`src/rtl/stage4_memory_if.sv`:
```
// Bundles the execute->memory stream, memory->writeback stream and data-memory bus of stage 4.
// The master modport is the memory stage itself; slave is its surroundings.
interface stage4_memory_if #(
  parameter int REGISTER_WIDTH = 32
);
  // execute -> memory stream
  logic                      ex_tvalid;
  logic                      ex_tready;
  logic [31:0]               ex_decoded_instruction;
  logic [REGISTER_WIDTH-1:0] ex_rs1_value;
  logic [REGISTER_WIDTH-1:0] ex_rs2_value;
  logic [REGISTER_WIDTH-1:0] ex_alu_result;
  logic                      ex_branch_taken;
  logic [REGISTER_WIDTH-1:0] ex_branch_target;

  // memory -> writeback stream
  logic                      wb_tvalid;
  logic                      wb_tready;
  logic [31:0]               wb_decoded_instruction;
  logic [REGISTER_WIDTH-1:0] wb_alu_result;
  logic [REGISTER_WIDTH-1:0] wb_load_data;
  logic                      wb_branch_taken;
  logic [REGISTER_WIDTH-1:0] wb_branch_target;
  logic                      wb_misaligned;

  // data memory
  logic                      dmem_req_valid;
  logic                      dmem_req_ready;
  logic                      dmem_req_write;
  logic [REGISTER_WIDTH-1:0] dmem_req_addr;
  logic [REGISTER_WIDTH-1:0] dmem_req_wdata;
  logic [3:0]                dmem_req_wstrb;
  logic                      dmem_rsp_valid;
  logic [REGISTER_WIDTH-1:0] dmem_rsp_rdata;

  modport master (
    input  ex_tvalid, ex_decoded_instruction, ex_rs1_value, ex_rs2_value,
           ex_alu_result, ex_branch_taken, ex_branch_target,
    output ex_tready,
    output wb_tvalid, wb_decoded_instruction, wb_alu_result, wb_load_data,
           wb_branch_taken, wb_branch_target, wb_misaligned,
    input  wb_tready,
    output dmem_req_valid, dmem_req_write, dmem_req_addr, dmem_req_wdata, dmem_req_wstrb,
    input  dmem_req_ready, dmem_rsp_valid, dmem_rsp_rdata
  );

  modport slave (
    output ex_tvalid, ex_decoded_instruction, ex_rs1_value, ex_rs2_value,
           ex_alu_result, ex_branch_taken, ex_branch_target,
    input  ex_tready,
    input  wb_tvalid, wb_decoded_instruction, wb_alu_result, wb_load_data,
           wb_branch_taken, wb_branch_target, wb_misaligned,
    output wb_tready,
    input  dmem_req_valid, dmem_req_write, dmem_req_addr, dmem_req_wdata, dmem_req_wstrb,
    output dmem_req_ready, dmem_rsp_valid, dmem_rsp_rdata
  );
endinterface

```
`src/rtl/stage4_memory.sv`:
```
// Pipeline stage 4: issues loads/stores to data memory, bypasses everything else.
// decoded_instruction is the raw RV32 instruction word; opcode/funct3/immediates are sliced from it.
module stage4_memory #(
  parameter int REGISTER_WIDTH = 32
) (
  input  logic              clk,
  input  logic              rst,
  stage4_memory_if.master   bus
);
  localparam int W = REGISTER_WIDTH;
  localparam logic [6:0] OPCODE_LOAD  = 7'b0000011;
  localparam logic [6:0] OPCODE_STORE = 7'b0100011;

  typedef enum logic [1:0] {IDLE, REQUEST, WAIT_RSP, HOLD} state_t;
  state_t state_reg, state_next;

  logic         ex_is_load, ex_is_store, ex_misaligned, ex_mem_op;
  logic [1:0]   ex_size;
  logic [W-1:0] ex_imm, ex_addr, ex_wdata;
  logic [3:0]   ex_wstrb;

  logic [31:0]  instr_reg;
  logic [W-1:0] alu_reg, target_reg, addr_reg, wdata_reg, load_data_reg;
  logic [3:0]   wstrb_reg;
  logic         taken_reg, write_reg, misaligned_reg, wb_valid_reg;

  logic         ex_ready, accept, wb_valid_next, load_capture;
  logic [W-1:0] rsp_shifted, load_value;

  assign ex_is_load  = bus.ex_decoded_instruction[6:0] == OPCODE_LOAD;
  assign ex_is_store = bus.ex_decoded_instruction[6:0] == OPCODE_STORE;
  assign ex_size     = bus.ex_decoded_instruction[13:12];

  always_comb begin
    if (ex_is_store)
      ex_imm = {{(W-12){bus.ex_decoded_instruction[31]}},
                bus.ex_decoded_instruction[31:25], bus.ex_decoded_instruction[11:7]};
    else
      ex_imm = {{(W-12){bus.ex_decoded_instruction[31]}}, bus.ex_decoded_instruction[31:20]};
  end

  assign ex_addr       = bus.ex_rs1_value + ex_imm;
  assign ex_misaligned = (ex_is_load || ex_is_store) &&
                         ((ex_size[1] && ex_addr[1:0] != 2'b00) ||
                          (ex_size == 2'b01 && ex_addr[0]));
  assign ex_mem_op     = (ex_is_load || ex_is_store) && !ex_misaligned;

  always_comb begin
    ex_wstrb = 4'b0000;
    if (ex_is_store) begin
      case (ex_size)
        2'b00:   ex_wstrb = 4'b0001 << ex_addr[1:0];
        2'b01:   ex_wstrb = ex_addr[1] ? 4'b1100 : 4'b0011;
        default: ex_wstrb = 4'b1111;
      endcase
    end
  end

  // Each byte lane carries the byte/half replicated, or its own byte for a word store.
  for (genvar gi = 0; gi < W/8; gi++) begin : g_lane
    assign ex_wdata[gi*8 +: 8] = !ex_is_store      ? 8'h00 :
                                 ex_size == 2'b00  ? bus.ex_rs2_value[7:0] :
                                 ex_size == 2'b01  ? bus.ex_rs2_value[(gi%2)*8 +: 8] :
                                                     bus.ex_rs2_value[gi*8 +: 8];
  end

  assign rsp_shifted = bus.dmem_rsp_rdata >> {addr_reg[1:0], 3'b000};

  always_comb begin
    case (instr_reg[14:12])
      3'b000:  load_value = {{(W-8){rsp_shifted[7]}}, rsp_shifted[7:0]};
      3'b001:  load_value = {{(W-16){rsp_shifted[15]}}, rsp_shifted[15:0]};
      3'b100:  load_value = {{(W-8){1'b0}}, rsp_shifted[7:0]};
      3'b101:  load_value = {{(W-16){1'b0}}, rsp_shifted[15:0]};
      default: load_value = rsp_shifted;
    endcase
  end

  always_comb begin
    state_next    = state_reg;
    ex_ready      = 1'b0;
    accept        = 1'b0;
    wb_valid_next = wb_valid_reg;
    load_capture  = 1'b0;
    case (state_reg)
      IDLE, HOLD: begin
        // The output register frees up when empty or when it drains this cycle.
        ex_ready = rst && (!wb_valid_reg || bus.wb_tready);
        if (bus.wb_tready) begin
          wb_valid_next = 1'b0;
          state_next    = IDLE;
        end
        accept = bus.ex_tvalid && ex_ready;
        if (accept) begin
          if (ex_mem_op) state_next    = REQUEST;
          else           wb_valid_next = 1'b1;
        end
      end
      REQUEST: begin
        if (bus.dmem_req_ready) begin
          if (write_reg) begin
            state_next    = HOLD;
            wb_valid_next = 1'b1;
          end else begin
            state_next = WAIT_RSP;
          end
        end
      end
      WAIT_RSP: begin
        if (bus.dmem_rsp_valid) begin
          load_capture  = 1'b1;
          state_next    = HOLD;
          wb_valid_next = 1'b1;
        end
      end
      default: state_next = IDLE;
    endcase
  end

  always_ff @(posedge clk or negedge rst) begin
    if (!rst) begin
      state_reg      <= IDLE;
      wb_valid_reg   <= 1'b0;
      instr_reg      <= '0;
      alu_reg        <= '0;
      target_reg     <= '0;
      addr_reg       <= '0;
      wdata_reg      <= '0;
      wstrb_reg      <= '0;
      load_data_reg  <= '0;
      taken_reg      <= 1'b0;
      write_reg      <= 1'b0;
      misaligned_reg <= 1'b0;
    end else begin
      state_reg    <= state_next;
      wb_valid_reg <= wb_valid_next;
      if (accept) begin
        instr_reg      <= bus.ex_decoded_instruction;
        alu_reg        <= bus.ex_alu_result;
        target_reg     <= bus.ex_branch_target;
        taken_reg      <= bus.ex_branch_taken;
        addr_reg       <= ex_addr;
        wdata_reg      <= ex_wdata;
        wstrb_reg      <= ex_wstrb;
        write_reg      <= ex_is_store;
        misaligned_reg <= ex_misaligned;
        load_data_reg  <= '0;
      end
      if (load_capture) load_data_reg <= load_value;
    end
  end

  assign bus.ex_tready              = ex_ready;
  assign bus.wb_tvalid              = wb_valid_reg;
  assign bus.wb_decoded_instruction = instr_reg;
  assign bus.wb_alu_result          = alu_reg;
  assign bus.wb_load_data           = load_data_reg;
  assign bus.wb_branch_taken        = taken_reg;
  assign bus.wb_branch_target       = target_reg;
  assign bus.wb_misaligned          = misaligned_reg;

  assign bus.dmem_req_valid = state_reg == REQUEST;
  assign bus.dmem_req_write = write_reg;
  assign bus.dmem_req_addr  = {addr_reg[W-1:2], 2'b00};
  assign bus.dmem_req_wdata = wdata_reg;
  assign bus.dmem_req_wstrb = wstrb_reg;
endmodule
```
`src/flat_wrapper.sv`:
```
// flat-port wrapper written by rule: the top's interface ports become plain ports
module stage4_memory_flat 
#(
  parameter int REGISTER_WIDTH = 32
)
  (clk, rst, bus_ex_tvalid, bus_ex_decoded_instruction, bus_ex_rs1_value, bus_ex_rs2_value, bus_ex_alu_result, bus_ex_branch_taken, bus_ex_branch_target, bus_ex_tready, bus_wb_tvalid, bus_wb_decoded_instruction, bus_wb_alu_result, bus_wb_load_data, bus_wb_branch_taken, bus_wb_branch_target, bus_wb_misaligned, bus_wb_tready, bus_dmem_req_valid, bus_dmem_req_write, bus_dmem_req_addr, bus_dmem_req_wdata, bus_dmem_req_wstrb, bus_dmem_req_ready, bus_dmem_rsp_valid, bus_dmem_rsp_rdata);
  stage4_memory_if #(.REGISTER_WIDTH(REGISTER_WIDTH)) bus_i ();
  input  logic clk;
  input  logic rst;
  input wire logic [$bits(bus_i.ex_tvalid)-1:0] bus_ex_tvalid;
  input wire logic [$bits(bus_i.ex_decoded_instruction)-1:0] bus_ex_decoded_instruction;
  input wire logic [$bits(bus_i.ex_rs1_value)-1:0] bus_ex_rs1_value;
  input wire logic [$bits(bus_i.ex_rs2_value)-1:0] bus_ex_rs2_value;
  input wire logic [$bits(bus_i.ex_alu_result)-1:0] bus_ex_alu_result;
  input wire logic [$bits(bus_i.ex_branch_taken)-1:0] bus_ex_branch_taken;
  input wire logic [$bits(bus_i.ex_branch_target)-1:0] bus_ex_branch_target;
  output wire logic [$bits(bus_i.ex_tready)-1:0] bus_ex_tready;
  output wire logic [$bits(bus_i.wb_tvalid)-1:0] bus_wb_tvalid;
  output wire logic [$bits(bus_i.wb_decoded_instruction)-1:0] bus_wb_decoded_instruction;
  output wire logic [$bits(bus_i.wb_alu_result)-1:0] bus_wb_alu_result;
  output wire logic [$bits(bus_i.wb_load_data)-1:0] bus_wb_load_data;
  output wire logic [$bits(bus_i.wb_branch_taken)-1:0] bus_wb_branch_taken;
  output wire logic [$bits(bus_i.wb_branch_target)-1:0] bus_wb_branch_target;
  output wire logic [$bits(bus_i.wb_misaligned)-1:0] bus_wb_misaligned;
  input wire logic [$bits(bus_i.wb_tready)-1:0] bus_wb_tready;
  output wire logic [$bits(bus_i.dmem_req_valid)-1:0] bus_dmem_req_valid;
  output wire logic [$bits(bus_i.dmem_req_write)-1:0] bus_dmem_req_write;
  output wire logic [$bits(bus_i.dmem_req_addr)-1:0] bus_dmem_req_addr;
  output wire logic [$bits(bus_i.dmem_req_wdata)-1:0] bus_dmem_req_wdata;
  output wire logic [$bits(bus_i.dmem_req_wstrb)-1:0] bus_dmem_req_wstrb;
  input wire logic [$bits(bus_i.dmem_req_ready)-1:0] bus_dmem_req_ready;
  input wire logic [$bits(bus_i.dmem_rsp_valid)-1:0] bus_dmem_rsp_valid;
  input wire logic [$bits(bus_i.dmem_rsp_rdata)-1:0] bus_dmem_rsp_rdata;
  assign bus_i.ex_tvalid = bus_ex_tvalid;
  assign bus_i.ex_decoded_instruction = bus_ex_decoded_instruction;
  assign bus_i.ex_rs1_value = bus_ex_rs1_value;
  assign bus_i.ex_rs2_value = bus_ex_rs2_value;
  assign bus_i.ex_alu_result = bus_ex_alu_result;
  assign bus_i.ex_branch_taken = bus_ex_branch_taken;
  assign bus_i.ex_branch_target = bus_ex_branch_target;
  assign bus_ex_tready = bus_i.ex_tready;
  assign bus_wb_tvalid = bus_i.wb_tvalid;
  assign bus_wb_decoded_instruction = bus_i.wb_decoded_instruction;
  assign bus_wb_alu_result = bus_i.wb_alu_result;
  assign bus_wb_load_data = bus_i.wb_load_data;
  assign bus_wb_branch_taken = bus_i.wb_branch_taken;
  assign bus_wb_branch_target = bus_i.wb_branch_target;
  assign bus_wb_misaligned = bus_i.wb_misaligned;
  assign bus_i.wb_tready = bus_wb_tready;
  assign bus_dmem_req_valid = bus_i.dmem_req_valid;
  assign bus_dmem_req_write = bus_i.dmem_req_write;
  assign bus_dmem_req_addr = bus_i.dmem_req_addr;
  assign bus_dmem_req_wdata = bus_i.dmem_req_wdata;
  assign bus_dmem_req_wstrb = bus_i.dmem_req_wstrb;
  assign bus_i.dmem_req_ready = bus_dmem_req_ready;
  assign bus_i.dmem_rsp_valid = bus_dmem_rsp_valid;
  assign bus_i.dmem_rsp_rdata = bus_dmem_rsp_rdata;
  stage4_memory #(.REGISTER_WIDTH(REGISTER_WIDTH)) u_core (.clk(clk), .rst(rst), .bus(bus_i));
endmodule
```
`config.mk`:
```
export PLATFORM = sky130hd
export DESIGN_NAME = stage4_memory_flat
export DESIGN_NICKNAME = d
export VERILOG_FILES = /design/src/rtl/stage4_memory_if.sv /design/src/rtl/stage4_memory.sv /design/src/flat_wrapper.sv
export SDC_FILE = /design/constraint.sdc
export NUM_CORES = 1
export LEC_CHECK = 0
export ABC_CLOCK_PERIOD_IN_PS = 6400
export CORE_AREA = 4 4 152 154
export DETAILED_ROUTE_END_ITERATION = 16
export DIE_AREA = 0 0 156 158
export DONT_BUFFER_PORTS = 1
export PLACE_DENSITY = 0.72
export SLEW_MARGIN = 20
export SYNTH_ARGS = -nofsm -noshare
export SYNTH_HDL_FRONTEND = slang
export SYNTH_SLANG_ARGS = --single-unit
```
`constraint.sdc`:
```
create_clock -name clk -period 6.4 [get_ports clk]
set_clock_uncertainty 0.2 [all_clocks]
set_input_delay 0.96 -clock clk [delete_from_list [all_inputs] [get_ports clk]]
set_output_delay 0.96 -clock clk [all_outputs]
set_load 0.01 [all_outputs]
```
* Yosys cells after proc, flatten, opt, wreduce, memory -nomap -nowiden
Cells that the tools add are included.
** Word-level totals
- Register bits :: 202
- Bits of input ports :: 199
- Logic and storage cells :: 80
** Cells by class
- Add/subtract/negate cells :: 1
- Equality and inequality tests :: 12
- Shift-type cells :: 2
- Mux-type cells :: 34
- Reductions and logical operators :: 19
** Operator list (number)
- $pmux 32 s4 :: 1
- $mux 8 :: 9
- $mux 32 :: 2
- $add 32x32->32 :: 1
- $shr 32x5->32 :: 1
- $mux 1 :: 11
- $mux 2 :: 5
- $mux 4 :: 2
- $pmux 4 s2 :: 1
- $eq 7x2->1 const B :: 1
- $eq 7x6->1 const B :: 1
- $eq 3x3->1 const B :: 2
- $logic_and 1x1->1 :: 6
- $pmux 2 s3 :: 1
- $mux 5 :: 1
- $eq 2x1->1 const B :: 2
- $eq 2x2->1 const B :: 2
- $logic_not 2->1 :: 2
- $ne 2x1->1 const B :: 2
- $reduce_bool 2->1 :: 2
- $shl 1x2->4 const A :: 1
- $eq 3x1->1 const B :: 1
- $logic_not 3->1 :: 1
- $logic_or 1x1->1 :: 3
- 6 further kinds :: 7

* Depth between registers and ports, before layout
- Depth after elaboration :: 12
- Gate-level depth with buffers :: 13
- Depth with buffers taken out :: 13

* Worst setup path before layout
No wires, ideal clock.
- Path kind :: input to register
- Start point :: in bus_ex_decoded_instruction[3]
- End point :: reg u_core.addr_reg[26]
- Setup time :: 0.126 ns
- Arrival time :: 3.640 ns
- Required time :: 6.074 ns
- Setup slack :: 2.434 ns
- Cell stages on the path :: 13
- Buffers on the path :: 1
- Cell sequence :: nor4_1 -> and3_1 -> nand2_1 -> clkbuf_1 -> mux2_2 -> fa_1 -> nand3_1 -> a21oi_1 -> o211ai_1 -> nand3_1 -> a21oi_1 -> o21ai_0 -> a221o_1
** Between the ends
- Longest elaborated chain between the ends :: 3
** RTL lines
- from (decl) :: line flat_wrapper.sv:11 : input wire logic [$bits(bus_i.ex_decoded_instruction)-1:0] bus_ex_decoded_instruction;
- $eq 7x6->1 :: line stage4_memory.sv:31 : assign ex_is_store = bus.ex_decoded_instruction[6:0] == OPCODE_STORE;
- $mux 5 :: line stage4_memory.sv:35 : if (ex_is_store)
- $add 32x32->32 :: line stage4_memory.sv:42 : assign ex_addr = bus.ex_rs1_value + ex_imm;
- to (signal assigned) :: line stage4_memory.sv:142 : addr_reg <= ex_addr;
- to (decl) :: line stage4_memory.sv:23 : logic [W-1:0] alu_reg, target_reg, addr_reg, wdata_reg, load_data_reg;
No other way between the ends.
A chain may end at the register's enable or synchronous reset.

* Worst setup path after layout
- Start point :: in bus_ex_decoded_instruction[3]
- End point :: reg u_core.addr_reg[28]
Same word-level chain as after synthesis.

==> results <==
- The final layout net count is 1366.
- The master cell of the clock root buffer is clkbuf_16.
- The number of setup buffers added after CTS is 0.
- The cell with the most instances after synthesis is nand2_1.
- Clock tree synthesis inserted a total of 23 buffers.
- The setup-violating endpoint count in the final report is 0.
- Yosys printed 0 warnings.
- The number of global-route vias before repair was 7950.
- The via total after detailed routing is 8246.
- The multi-input combinational cells in the finished layout cover a total of 0.00492 mm².
- The hold slack is 193 ps.
- Of the cells placed in the final design, the portion with a size suffix greater than 1 is 6.11%.
- For this design the ratio of total power to cell area is 436 mW/mm².
- The top flip-flop cell by instance count after synthesis is dfrtp_1.
- The final weighted congestion of routability-driven global placement is 0.920.
- For this design the top-level I/O count stands at 401.
- Together, buffers and inverters on the worst path number 1.
- The number of distinct standard cells referenced by the synthesized netlist is 65.
- The worst-case IR drop observed on VDD is 0.186 mV.
- The worst path needs 4370 ps of the cycle, external delays included.
- The longest clock path from root to sink contains 3 buffers.
- The final number of max-transition violations is 0.
- The routed wire length is 29900 µm.
- The largest single stage delay on the critical path is 550 ps.
- In this run, synthesis inferred 0 flip-flops with an integrated enable.
- The area added between synthesis and finish is 6.57%.
- Walking the worst path, the cells encountered are nor4_1, and3_1, nand2_1, buf_4, mux2_2, ha_1, fa_1, nand3_1, a21oi_1, o21ai_1, o21ai_1, and4_1, a2111oi_2, o31ai_1.
- Measured in cells, the most critical reg-to-reg path has a length of 7.
- The clock-pin transition on the worst setup and hold timing paths is 60 ps.
- The number of nets with antenna violations after detailed routing is 0.
- The library cell with the largest summed area after synthesis is dfrtp_1.
- The total inserted antenna cells is 0.
- The final routed wire length divided by cell count is 20.9 µm.
- The startpoint of the lowest-slack register-to-register path is u_core.state_reg[0].
- The transition time at the pin with the least slew margin is 1160 ps.
- The core box area is 0.0217 mm².
- Counting the fill cells in the layout gives 1969.
- The synthesized cell area is 0.0105 mm².
- In the routed layout, each cell is associated on average with a via count of 5.78.
- The pre-antenna-repair detailed-routing pass consisted of 6 iterations.
- The flip-flop and latch count after synthesis is 202.
- Data arrives at the worst endpoint at 4510 ps.
- The die covers 0.0246 mm².
- The worst setup path is of the input port to flop kind.
- Sequential elements use 48.0% of the synthesized area.
- The die is 156 µm wide.
- CTS built an H-tree with a depth of 1.
- Row generation in the floorplan step produced 54 rows.
- The endpoint required time on the critical path is 6540 ps.
- Summed over all cells, the static leakage comes to 5.46 nW.
- The worst setup slack for register-to-register paths is 3350 ps.
- The number of antenna violations at the first check in global routing is 0.
- The vertical extent of the die is 158 µm.
- STA classifies the critical path startpoint as an input port.
- The gate count of the mapped netlist is 1199.
- The highest attainable clock frequency is 0.229 GHz.
- Of all nets on the critical path, the largest fanout is 42.
- Of the post-synthesis cell area, the dominant cell type holds 48.0%.
- The most prevalent standard cell on the critical path is o21ai_1.
- The tool flagged a number of max-cap violations equal to 0.
- The fraction of the cycle the final worst path needs is 68.3%.
- The worst hold path class is input port to async pin.
- The highest-delay cell along the critical path is nor4_1.
- At the later pin of the worst-skew pair, clock insertion delay measures 500 ps.
- The number of DRC violations after detailed routing is 0.
- The HPWL after detailed placement is 21600 µm.
- The violation count after the first detailed-routing iteration is 690.
- For this run, the total global-route usage over all layers was measured as 22.7%.
- On the critical path the largest part of the delay comes from simple AND/OR/NAND/NOR gates.
- The initial utilization of the core area, before any placement, comes to 48.5%.
- The global route total overflow is 0.
- In the synthesized netlist the async set-or-reset flop fraction comes to 100%.
- The first global-routing pass estimated 45200 µm of wire.
- The clock tree from TritonCTS is done.
- The number of failing hold endpoints at the final stage is 0.
- The nature of the critical path endpoint is a flop.
- Ranked by total cell area, the synthesized netlist is headed by dfrtp_1, nand2_1, ha_1.
- Entering global routing, the biggest net connects 203 pins.
- Port buffering added 0 buffers.
- Setup repair after global routing left no endpoint under its margin.
- In this run the tightest slew margin relative to its limit is 22.3%.
- The area taken by flip-flops and latches is 0.00505 mm².
- The summed negative setup slack over all endpoints is 0 ps.
- In this run the critical register-to-register path is captured at u_core.addr_reg[18].
- Sorting the synthesized cells by how often they occur yields nand2_1, dfrtp_1, o21ai_0.
- Averaged over all synthesized cells, the footprint is 8.78 µm².
- The sink count of the clock tree is 202.
- The run finished with clean final reports.
## through the flow
step	std cells	power [W]	setup slack [ps]	instance area (µm²)	util [%]
2_1_floorplan	1200	0.00331	2430	10500	-
3_3_place_gp	1386	0.00351	1670	10400	48.1
3_5_place_dp	1386	0.00357	1580	10400	48.1
4_1_cts	1426	0.00493	2090	11200	51.7
5_1_grt	1426	0.00520	1870	11200	51.7
6_report	1426	0.00489	2030	11200	51.7
## report_power, final
| group | switching (W) | internal [W] | total [W] |
|---|---|---|---|
| Sequential | 0.000648 | 0.00175 | 0.00240 |
| Clock | 0.000523 | 0.000796 | 0.00132 |
| Combinational | 0.000714 | 0.000458 | 0.00117 |
## worst max path at each step
stage	startpoint	to	slack, ps	cells after the start
CTS	bus_ex_decoded_instruction[3]	u_core.addr_reg[28]	2090	14
global placement	bus_ex_decoded_instruction[3]	u_core.addr_reg[28]	1670	14
finish	bus_ex_decoded_instruction[3]	u_core.addr_reg[28]	2030	14
floorplan	bus_ex_decoded_instruction[3]	u_core.addr_reg[26]	2430	13
global route	bus_ex_decoded_instruction[3]	u_core.addr_reg[26]	1870	14
detailed placement	bus_ex_decoded_instruction[3]	u_core.addr_reg[26]	1580	14
## layout by cell type (no fill, tap or decap), types with 6 or more instances in the layout
cell / synthesis / final
nand2_1: 437 / 437
dfrtp_1: 202 / 202
o21ai_0: 82 / 82
a21oi_1: 48 / 47
mux2i_1: 40 / 40
ha_1: 34 / 34
o31ai_1: 28 / 28
nor2_1: 25 / 24
nand3_1: 23 / 23
clkbuf_16: 0 / 23
a22o_1: 16 / 16
a21o_1: 16 / 16
xor2_1: 13 / 13
inv_1: 12 / 12
mux2_2: 12 / 12
xnor2_1: 10 / 10
clkbuf_8: 0 / 9
nor3_1: 8 / 8
and3_1: 6 / 6
nand4_1: 6 / 6
and4_1: 6 / 6
## area by class of cell
type                    instances  area share, %
repair buffers                  7          0.758
flip-flops and latches        202           45.1
well taps                     280           3.12
clock buffers                  33           6.27
inverters                      12          0.402
clock inverters                 6          0.491
multi-input cells             886           43.9
## what timing repair did
action | in CTS | in global routing
endpoints found under the hold margin | 202 | 0
resized for setup | 0 | 0
hold buffers | 1 | 0
## routing by layer
layer	global-route usage [%]	part of all wire, %	routed length (µm)	up-vias
li1	-	-	-	3899
met3	6.51	10	3020	59
met1	28.7	38	11300	3915
met5	0	0	0	-
met2	38.0	49	14700	373
met4	6.59	2.7	806	0
## logic make-up after synthesis
| logic type | count (synthesis) | synth area share (%) |
|---|---|---|
| buf+inv | 112 | 5.43 |
| compound gates | 240 | 14.6 |
| mux | 53 | 5.19 |
| simple gates | 533 | 20.6 |
| flops | 202 | 48.0 |
| other cells | 1 | 0.0356 |
| fa+ha+maj | 35 | 4.23 |
| xor+xnor | 23 | 1.91 |
No activity file was read; power rests on OpenSTA's default activity.
